**src/rtl/wb_uart_bridge.sv**
```systemverilog
// wb_uart_bridge: debug UART-to-Wishbone master.
// Receives framed commands on uart_rx_i and issues one classic Wishbone cycle per frame.
// It answers each frame on uart_tx_o.
//   'W' ADR[4] DAT[4] -> write,    reply 'K'
//   'R' ADR[4]        -> read,     reply DAT[4] (MSB first)
//   other first byte  -> no cycle, reply '?'
//   ack timeout       -> reply 'E'
// Ports:
//   wb_clk_i, wb_rst_i      clock, synchronous active-high reset
//   uart_rx_i / uart_tx_o   8N1 serial in / out, idle high
//   wb_adr_o/dat_o/dat_i    Wishbone address, write data, read data (32 bit)
//   wb_sel_o/we_o/cyc_o/stb_o/ack_i  Wishbone control
//   busy_o                  high from accepted command byte until reply stop bit ends
module wb_uart_bridge #(
   parameter int unsigned CLKS_PER_BIT = 694,
   parameter int unsigned ACK_TIMEOUT  = 255,
   parameter int unsigned BYTE_TIMEOUT = 80000
) (
   input  logic        wb_clk_i,
   input  logic        wb_rst_i,
   input  logic        uart_rx_i,
   output logic        uart_tx_o,
   output logic [31:0] wb_adr_o,
   output logic [31:0] wb_dat_o,
   input  logic [31:0] wb_dat_i,
   output logic [3:0]  wb_sel_o,
   output logic        wb_we_o,
   output logic        wb_cyc_o,
   output logic        wb_stb_o,
   input  logic        wb_ack_i,
   output logic        busy_o
);

   localparam int unsigned BIT_CW = $clog2(CLKS_PER_BIT);
   localparam int unsigned HALF   = CLKS_PER_BIT / 2;
   localparam int unsigned ACK_CW = $clog2(ACK_TIMEOUT + 1);
   localparam int unsigned TMO_CW = $clog2(BYTE_TIMEOUT + 1);

   localparam logic [7:0] CMD_WR  = 8'h57;
   localparam logic [7:0] CMD_RD  = 8'h52;
   localparam logic [7:0] RSP_OK  = 8'h4B;
   localparam logic [7:0] RSP_UNK = 8'h3F;
   localparam logic [7:0] RSP_ERR = 8'h45;

   localparam logic [BIT_CW-1:0] BIT_LAST = BIT_CW'(CLKS_PER_BIT - 1);
   localparam logic [BIT_CW-1:0] BIT_HALF = BIT_CW'(HALF - 1);

   // ---------------- UART receiver ----------------
   logic              rx_s1, rx_s2, rx_prev, rx_active;
   logic [BIT_CW-1:0] rx_cnt;
   logic [3:0]        rx_bit;
   logic [7:0]        rx_shift, rx_data;
   logic              rx_valid, rx_ferr;

   // Synchronise, detect start edge, sample mid-bit; rx_valid / rx_ferr are one-cycle pulses.
   always_ff @(posedge wb_clk_i) begin
      if (wb_rst_i) begin
         rx_s1     <= 1'b1;
         rx_s2     <= 1'b1;
         rx_prev   <= 1'b1;
         rx_active <= 1'b0;
         rx_cnt    <= '0;
         rx_bit    <= '0;
         rx_shift  <= '0;
         rx_data   <= '0;
         rx_valid  <= 1'b0;
         rx_ferr   <= 1'b0;
      end else begin
         rx_s1    <= uart_rx_i;
         rx_s2    <= rx_s1;
         rx_prev  <= rx_s2;
         rx_valid <= 1'b0;
         rx_ferr  <= 1'b0;
         if (!rx_active) begin
            if (rx_prev && !rx_s2) begin
               rx_active <= 1'b1;
               rx_cnt    <= BIT_HALF;
               rx_bit    <= '0;
            end
         end else if (rx_cnt != '0) begin
            rx_cnt <= rx_cnt - 1'b1;
         end else begin
            rx_cnt <= BIT_LAST;
            rx_bit <= rx_bit + 4'd1;
            if (rx_bit == 4'd0) begin
               // start bit gone high again at mid-bit: treat as a glitch
               if (rx_s2) rx_active <= 1'b0;
            end else if (rx_bit == 4'd9) begin
               rx_active <= 1'b0;
               if (rx_s2) begin
                  rx_valid <= 1'b1;
                  rx_data  <= rx_shift;
               end else begin
                  rx_ferr  <= 1'b1;
               end
            end else begin
               rx_shift <= {rx_s2, rx_shift[7:1]};
            end
         end
      end
   end

   // ---------------- UART transmitter ----------------
   logic              tx_active;
   logic [BIT_CW-1:0] tx_cnt;
   logic [3:0]        tx_bit;
   logic [8:0]        tx_shift;
   logic              tx_done_c, tx_ready_c, tx_load_c;
   logic [7:0]        tx_byte_c;

   // A new byte may be loaded on the very cycle the stop bit ends, so replies have no gaps.
   assign tx_done_c  = tx_active && (tx_bit == 4'd9) && (tx_cnt == BIT_LAST);
   assign tx_ready_c = !tx_active || tx_done_c;

   always_ff @(posedge wb_clk_i) begin
      if (wb_rst_i) begin
         tx_active <= 1'b0;
         tx_cnt    <= '0;
         tx_bit    <= '0;
         tx_shift  <= '1;
         uart_tx_o <= 1'b1;
      end else if (tx_load_c) begin
         tx_active <= 1'b1;
         tx_cnt    <= '0;
         tx_bit    <= '0;
         tx_shift  <= {1'b1, tx_byte_c};
         uart_tx_o <= 1'b0;
      end else if (tx_active) begin
         if (tx_cnt == BIT_LAST) begin
            tx_cnt <= '0;
            if (tx_bit == 4'd9) begin
               tx_active <= 1'b0;
               uart_tx_o <= 1'b1;
            end else begin
               tx_bit    <= tx_bit + 4'd1;
               uart_tx_o <= tx_shift[0];
               tx_shift  <= {1'b1, tx_shift[8:1]};
            end
         end else begin
            tx_cnt <= tx_cnt + 1'b1;
         end
      end
   end

   // ---------------- Command FSM ----------------
   typedef enum logic [2:0] {IDLE, GET_ADR, GET_DAT, WB_CYC, SEND} state_t;

   state_t            state, state_n;
   logic              is_wr, is_wr_n;
   logic [31:0]       adr_q, adr_n, dat_q, dat_n, resp_q, resp_n;
   logic [1:0]        byte_cnt, byte_cnt_n;
   logic [2:0]        resp_len, resp_len_n, sent, sent_n;
   logic [TMO_CW-1:0] tmo, tmo_n;
   logic [ACK_CW-1:0] ack_cnt, ack_cnt_n;
   logic              cyc_n, we_n, busy_n;
   logic [3:0]        sel_n;
   logic [31:0]       wb_adr_n, wb_dat_n;

   // State and datapath registers.
   always_ff @(posedge wb_clk_i) begin
      if (wb_rst_i) begin
         state    <= IDLE;
         is_wr    <= 1'b0;
         adr_q    <= '0;
         dat_q    <= '0;
         resp_q   <= '0;
         byte_cnt <= '0;
         resp_len <= '0;
         sent     <= '0;
         tmo      <= '0;
         ack_cnt  <= '0;
         wb_cyc_o <= 1'b0;
         wb_stb_o <= 1'b0;
         wb_we_o  <= 1'b0;
         wb_sel_o <= '0;
         wb_adr_o <= '0;
         wb_dat_o <= '0;
         busy_o   <= 1'b0;
      end else begin
         state    <= state_n;
         is_wr    <= is_wr_n;
         adr_q    <= adr_n;
         dat_q    <= dat_n;
         resp_q   <= resp_n;
         byte_cnt <= byte_cnt_n;
         resp_len <= resp_len_n;
         sent     <= sent_n;
         tmo      <= tmo_n;
         ack_cnt  <= ack_cnt_n;
         wb_cyc_o <= cyc_n;
         wb_stb_o <= cyc_n;
         wb_we_o  <= we_n;
         wb_sel_o <= sel_n;
         wb_adr_o <= wb_adr_n;
         wb_dat_o <= wb_dat_n;
         busy_o   <= busy_n;
      end
   end

   // Next-state and next-output logic.
   always_comb begin
      state_n    = state;
      is_wr_n    = is_wr;
      adr_n      = adr_q;
      dat_n      = dat_q;
      resp_n     = resp_q;
      byte_cnt_n = byte_cnt;
      resp_len_n = resp_len;
      sent_n     = sent;
      tmo_n      = tmo;
      ack_cnt_n  = ack_cnt;
      cyc_n      = wb_cyc_o;
      we_n       = wb_we_o;
      sel_n      = wb_sel_o;
      wb_adr_n   = wb_adr_o;
      wb_dat_n   = wb_dat_o;
      busy_n     = busy_o;
      tx_load_c  = 1'b0;
      tx_byte_c  = resp_q[31:24];

      case (state)
         IDLE: begin
            if (rx_valid) begin
               busy_n     = 1'b1;
               byte_cnt_n = '0;
               tmo_n      = '0;
               if (rx_data == CMD_WR || rx_data == CMD_RD) begin
                  is_wr_n = (rx_data == CMD_WR);
                  state_n = GET_ADR;
               end else begin
                  resp_n     = {RSP_UNK, 24'h0};
                  resp_len_n = 3'd1;
                  sent_n     = '0;
                  state_n    = SEND;
               end
            end
         end

         GET_ADR, GET_DAT: begin
            if (rx_ferr) begin
               state_n = IDLE;
               busy_n  = 1'b0;
            end else if (rx_valid) begin
               tmo_n      = '0;
               byte_cnt_n = byte_cnt + 2'd1;
               if (state == GET_ADR) adr_n = {adr_q[23:0], rx_data};
               else                  dat_n = {dat_q[23:0], rx_data};
               if (byte_cnt == 2'd3) begin
                  if (state == GET_ADR && is_wr) begin
                     state_n = GET_DAT;
                  end else begin
                     // all bus signals go up together on the entry edge
                     state_n   = WB_CYC;
                     cyc_n     = 1'b1;
                     we_n      = is_wr;
                     sel_n     = 4'hF;
                     wb_adr_n  = adr_n;
                     wb_dat_n  = dat_n;
                     ack_cnt_n = '0;
                  end
               end
            end else if (tmo == TMO_CW'(BYTE_TIMEOUT - 1)) begin
               state_n = IDLE;
               busy_n  = 1'b0;
            end else begin
               tmo_n = tmo + 1'b1;
            end
         end

         WB_CYC: begin
            // ack_cnt == k-1 in the k-th cycle of cyc_o, so an ack in cycle ACK_TIMEOUT still wins
            if (wb_ack_i) begin
               cyc_n      = 1'b0;
               we_n       = 1'b0;
               sel_n      = '0;
               resp_n     = is_wr ? {RSP_OK, 24'h0} : wb_dat_i;
               resp_len_n = is_wr ? 3'd1 : 3'd4;
               sent_n     = '0;
               state_n    = SEND;
            end else if (ack_cnt == ACK_CW'(ACK_TIMEOUT - 1)) begin
               cyc_n      = 1'b0;
               we_n       = 1'b0;
               sel_n      = '0;
               resp_n     = {RSP_ERR, 24'h0};
               resp_len_n = 3'd1;
               sent_n     = '0;
               state_n    = SEND;
            end else begin
               ack_cnt_n = ack_cnt + 1'b1;
            end
         end

         SEND: begin
            if (tx_ready_c) begin
               if (sent != resp_len) begin
                  tx_load_c = 1'b1;
                  resp_n    = {resp_q[23:0], 8'h00};
                  sent_n    = sent + 3'd1;
               end else if (tx_done_c) begin
                  state_n = IDLE;
                  busy_n  = 1'b0;
               end
            end
         end

         default: state_n = IDLE;
      endcase
   end

endmodule

```
**config.mk**
```make
export PLATFORM = sky130hd
export DESIGN_NAME = wb_uart_bridge
export DESIGN_NICKNAME = d
export VERILOG_FILES = /design/src/rtl/wb_uart_bridge.sv
export SDC_FILE = /design/constraint.sdc
export NUM_CORES = 1
export LEC_CHECK = 0
export BUFFER_PORTS_ARGS = -buffer_cell sky130_fd_sc_hd__buf_4
export CAP_MARGIN = 10
export CORE_MARGIN = 3
export CORE_UTILIZATION = 45
export CTS_CLUSTER_SIZE = 25
export DETAILED_ROUTE_END_ITERATION = 7
export GPL_ROUTABILITY_DRIVEN = 0
export PLACE_DENSITY_LB_ADDON = 0.3
export SLEW_MARGIN = 20
export SYNTH_ARGS = -nofsm -noshare
export SYNTH_HDL_FRONTEND = slang
export SYNTH_SLANG_ARGS = --single-unit
```
**constraint.sdc**
```tcl
create_clock -name wb_clk_i -period 3.25 [get_ports wb_clk_i]
set_input_delay 0.325 -clock wb_clk_i [delete_from_list [all_inputs] [get_ports wb_clk_i]]
set_output_delay 0.325 -clock wb_clk_i [all_outputs]
set_load 0.03 [all_outputs]
```
==> results.md, run 1 <==
* Reg2reg path depth at 5
* Overflow after GRT at 0
* DRC violations left at 0
* Vias at 9327
* Initial Utilization at 0.459
* N_diodes at 0
* FMAX at 0.372 GHz
* Post-synthesis to final-layout area growth at 17.0%
* Top cells by area, synth: dfxtp_1 (46%), mux2i_1 (7.4%), nand2_1 (6.3%), a21oi_1 (6.2%), a211oi_1 (5.9%)
* Total CTS buffers at 26
* Sequential-to-total area share from yosys stat at 0.463
* Pwr per Cell Area at 487 mW/mm2
* Synth top area share at 0.463
* Total Wirelength at 25300 um
* Crit-path cells: or4b_4, o41ai_4, a21oi_2, nor2_2, a311oi_1
* Routed Antenna Nets at 0
* Initial antenna violation count at 0
* RSZ-0062 raised after global routing: no
* Avg Inst Size Synth at 8.65 um2
* Largest net degree at the start of global routing at 139
* Max Slew Vio Count at 0
* Crit-path max FO at 19
* Max-Cap Viols at 0
* Fin nets at 1409
* CP max stage cell: nor2_2
* Worst EP required at 3610 ps
* Chip width at 164 um
* Worst vdd ir at 0.334 mV
* Arrival time worst endpoint at 3050 ps
* Fin. Hold Viols at 0
* DR WL/cell at 14.9 um
* Die height at 164 um
* Final Util at 0.537
* Row count at 57
* Least-Margin Pin Slew at 986 ps
* Most frequent cells in the layout: dfxtp_1 (259), nand2_1 (187), a21oi_1 (138), buf_4 (128), nor2_1 (122)
* Post-CTS Setup Bufs at 0
* CTS root buf: clkbuf_16
* Final setup violation count at 0
* Yosys cell types at 64
* Global Route Usage Sum at 0.184
* First-pass GRT wire length at 42000 um
* CTS tree: done
* CP startpoint: tx_cnt[3]
* Syn Inst Count at 1295
* Pre-antenna DRT Iters at 5
* Post-synthesis cell area at 0.0112 mm2
* Number of synthesized flops with an enable pin at 0
* Critical Path Start Type: register
* Most common cell after layout, fill and taps aside: dfxtp_1
* RR Endpoint: resp_q[30]
* Die area at 0.0268 mm2
* Setup_tns at 0 ps
* Clock latency on the worst-skew pair at 520 ps
* Leak at 4.47 nW
* Syn nets at 1345
* Hold Path Class: in2reg
* Yosys warnings at 0
* Initial DRC count at 610
* # port buffers at 108
* Slew margin rel. at 0.338
* Clock-pin slew on the worst setup and hold paths at 60 ps
* Synth Register Bits at 259
* Run status: complete, no violations
* DR vias/cell at 5.48
* Final Skew at 10.9 ps
* Vias in the first global route at 8664
* Share of synthesized registers carrying an async set or reset at 0
* Post-DP HPWL at 16700 um
* Max clock buf depth at 3
* Worst setup path class: reg2reg
* Top cell type by total area after synthesis: dfxtp_1
* Io pins at 109
* Final Critical Period at 2690 ps
* Ys flop type: dfxtp_1
* CP endpoint: resp_q[30]
* # H-tree levels at 1
* Layout cells sized above 1 at 0.142
* # clock sinks at 259
* Setup slack, reg-to-reg at 560 ps
* Critical R2R Launch: tx_cnt[3]
* Worst setup EP type: register
* Core region area at 0.0244 mm2
* Crit path largest cell delay at 640 ps
* Final Cycle Share at 0.828
## layer usage
metal  up-vias  wire (um)  GRT usage
li1       4736          -          -
met1      4399      11900      0.259
met2       160      11900      0.301
met3        32       1020     0.0257
met4         0        413     0.0408
met5         -          0          0
## Yosys cell counts, drive strengths merged (14+ instances only)
library cell  number
mux2i             83
nor2             125
o21ai             48
ha                14
dfxtp            259
buf               29
or3               14
a21oi            139
nand2            187
a211oi            88
a22oi             18
nor3              20
inv               23
clkbuf            68
## how the worst min path moves through the flow
stage,startpoint,endpoint,slack [ps],cells past startpoint
2_1_floorplan,rx_s1,rx_s2,390,1
3_3_place_gp,rx_s1,rx_s2,400,1
3_5_place_dp,rx_s1,rx_s2,400,1
4_1_cts,wb_dat_i[7],resp_q[7],40,3
5_1_grt,wb_dat_i[4],resp_q[4],60,3
6_report,wb_dat_i[7],resp_q[7],60,3
## repair_timing
item                      in CTS  in global routing
gates resized for setup        0                  0
hold buffers                   1                  0
hold endpoints to repair       1                  0
## cell families (layout without fill, tap and decap cells)
kind of cell / count (synthesis) / in the layout / share of synthesized area
adders and majority gates: 15 / 15 / 0.0165
and+or+nand+nor: 445 / 445 / 0.182
xor gates and xnor gates: 23 / 23 / 0.0180
DFF: 259 / 259 / 0.463
buffers and inverters: 120 / 202 / 0.0460
AOI/OAI and AO/OA: 349 / 349 / 0.199
muxes: 84 / 84 / 0.0752
## state kept, by name, summed over array words and instances, names as in the netlist, 3 cells and up
| name | cells |
|---|---|
| resp_q | 32 |
| state | 3 |
| rx_bit | 4 |
| ack_cnt | 8 |
| rx_cnt | 10 |
| tx_bit | 4 |
| rx_shift | 8 |
| rx_data | 8 |
| tx_cnt | 10 |
| adr_q | 32 |
| wb_dat_o | 32 |
| sent | 3 |
| dat_q | 32 |
| tmo | 17 |
| tx_shift | 8 |
| wb_adr_o | 32 |
## cell type report
class | instances | area, um2
inverters | 23 | 86.3
clock inverters | 6 | 55.1
well taps | 324 | 405
clock buffers | 40 | 805
multi-input cells | 916 | 5530
repair buffers | 133 | 1040
fillers | 2273 | 11300
flip-flops and latches | 259 | 5180
## worst max-delay path: cells and delay by family (launching register included)
family	cells	cell delay, ps
DFF	1	350
AOI/OAI and AO/OA	3	930
and+or+nand+nor	2	1240
## where the power goes
part / total (mW) / switching (mW) / internal [mW]
logic: 0.220 / 0.134 / 0.0854
registers: 3.21 / 0.0214 / 3.19
clock network: 2.96 / 1.19 / 1.77
total: 6.39 / 1.34 / 5.05
## metrics by stage
| step | instances | cell area [um2] | hold WS, ps | setup WS, ps | total power, mW |
|---|---|---|---|---|---|
| 6_report | 1701 | 13100 | 57.1 | 561 | 6.39 |
| 4_1_cts | 1701 | 13100 | 40.7 | 593 | 6.46 |
| 3_3_place_gp | 1654 | 12200 | 398 | 694 | 3.50 |
| 5_1_grt | 1701 | 13100 | 61.0 | 397 | 6.61 |
| 2_1_floorplan | 1295 | 11200 | 389 | 1160 | 3.43 |
| 3_5_place_dp | 1654 | 12200 | 398 | 609 | 3.50 |
No activity file was read; power rests on OpenSTA's default activity.
==> run 2, diff against run 1 <==
clock period = 2.8 ns   (was 3.25 ns; I/O delays follow)
==> results.md, run 2 (same netlist as run 1, synthesis figures left out) <==
* Dpl cell area at 0.0123 mm2
* Cells after DPL at 1659
* # clock sinks at 259
* Global Route Usage Sum at 0.186
* Pwr per Cell Area at 566 mW/mm2
* Slew margin rel. at 0.564
* Non-Filler Instances at 1712
* Crit-path max FO at 15
* CTS root buf: clkbuf_16
* Largest net degree at the start of global routing at 121
* Initial Utilization at 0.459
* Post-DP HPWL at 16900 um
* Fin. Hold Viols at 0
* M1 GR Usage at 0.263
* Initial DRC count at 729
* Post-CTS sizing at 0
* Vias in the first global route at 8610
* Met3 usage at 0.0242
* # port buffers at 108
* DR WL/cell at 15.1 um
* Worst vdd ir at 0.490 mV
* Row count at 57
* Clock-pin slew on the worst setup and hold paths at 60 ps
* Final setup violation count at 0
* Io pins at 109
* Leak at 4.51 nW
* Run status: complete, no violations
* Die height at 164 um
* Layout cells sized above 1 at 0.145
* Final Cycle Share at 0.858
* Most used routing layer: met2
* Core region area at 0.0244 mm2
* Post-synthesis to final-layout area growth at 17.6%
* Least-Margin Pin Slew at 653 ps
* Max Slew Vio Count at 0
* Vias at 9364
* Total CTS buffers at 27
* Arrival time worst endpoint at 2870 ps
* Reg2reg path depth at 6
* Critical Path Start Type: register
* Pre-antenna DRT Iters at 5
* CTS tree: done
* Tot Pwr at 7.46 mW
* Total Wirelength at 25800 um
* Max-Cap Viols at 0
* Worst setup path class: reg2reg
* Most frequent cells in the layout: dfxtp_1 (259), nand2_1 (187), a21oi_1 (138), buf_4 (133), nor2_1 (122)
* DR vias/cell at 5.47
* DRC violations left at 0
* Hold depth at 3
* Worst setup EP type: register
* Chip width at 164 um
* Routed Antenna Nets at 0
* Die area at 0.0268 mm2
* Worst EP required at 3270 ps
* # H-tree levels at 1
* First-pass GRT wire length at 42400 um
* N_diodes at 0
* Initial antenna violation count at 0
* Fin nets at 1418
* Hold Path Class: in2reg
* Fill count at 2204
* Final Skew at 14.2 ps
* FMAX at 0.416 GHz
* Final Critical Period at 2400 ps
* Grt met2 use at 0.298
* Finished Cell Area at 0.0132 mm2
* Max clock buf depth at 3
* Overflow after GRT at 0
* RSZ-0062 raised after global routing: no
* Clock latency on the worst-skew pair at 550 ps
* Most common cell after layout, fill and taps aside: dfxtp_1
* Setup_tns at 0 ps
==> run 2: changes by cell type in the layout (fill, tap and decap cells not counted) <==
cell,delta
inv_16,+1
buf_4,+5
clkinv_2,+2
clkbuf_1,+3
dlygate4sd3_1,+3
clkbuf_8,-3
==> run 2: where the power goes <==
group / internal (mW) / switching (mW) / total [mW]
logic: 0.110 / 0.166 / 0.275
registers: 3.70 / 0.0206 / 3.72
clock network: 2.01 / 1.45 / 3.46
total: 5.82 / 1.63 / 7.46
==> run 2: worst paths after layout <==
path,startpoint,end,slack (ps)
setup / recovery,state[1],tmo[11],400
hold / removal,wb_dat_i[5],resp_q[5],10
setup reg to reg,state[1],tmo[11],400
hold reg to reg,rx_s1,rx_s2,450
==> run 2: stage by stage <==
step           setup WS, ps  hold WS, ps   util
2_1_floorplan           710          384      -
3_3_place_gp            509          439  0.503
3_5_place_dp            433          438  0.503
4_1_cts                 410         1.75  0.540
5_1_grt                 177         31.1  0.540
6_report                398         13.2  0.540
==> run 2: critical path, stage by stage, from the launching register on <==
cell and delay (ps):
dfxtp_1 650, xnor2_1 250, nor3_2 520, a211oi_1 110
buf_4 190, or4_1 470, a21oi_1 140
==> run 2: final cells by class <==
cell class	instances	area, um2	share of cell area
Sequential cell	259	5180	0.394
Multi-Input combinational cell	916	5530	0.420
Clock inverter	9	85.1	0.00646
Tap cell	324	405	0.0308
Inverter	23	86.3	0.00655
Clock buffer	40	774	0.0588
Timing Repair Buffer	141	1110	0.0842
==> run 2: per-layer routing <==
layer	up-vias	routed length, um
met2	172	12100
met1	4395	12200
met5	-	0
li1	4756	-
met4	0	582
met3	41	942
==> run 2: what timing repair did <==
| item | in CTS | in global routing |
|---|---|---|
| setup buffers | 0 | 0 |
| hold endpoints to repair | 4 | 0 |
| setup endpoints to repair | 0 | 0 |
| hold buffers | 4 | 0 |
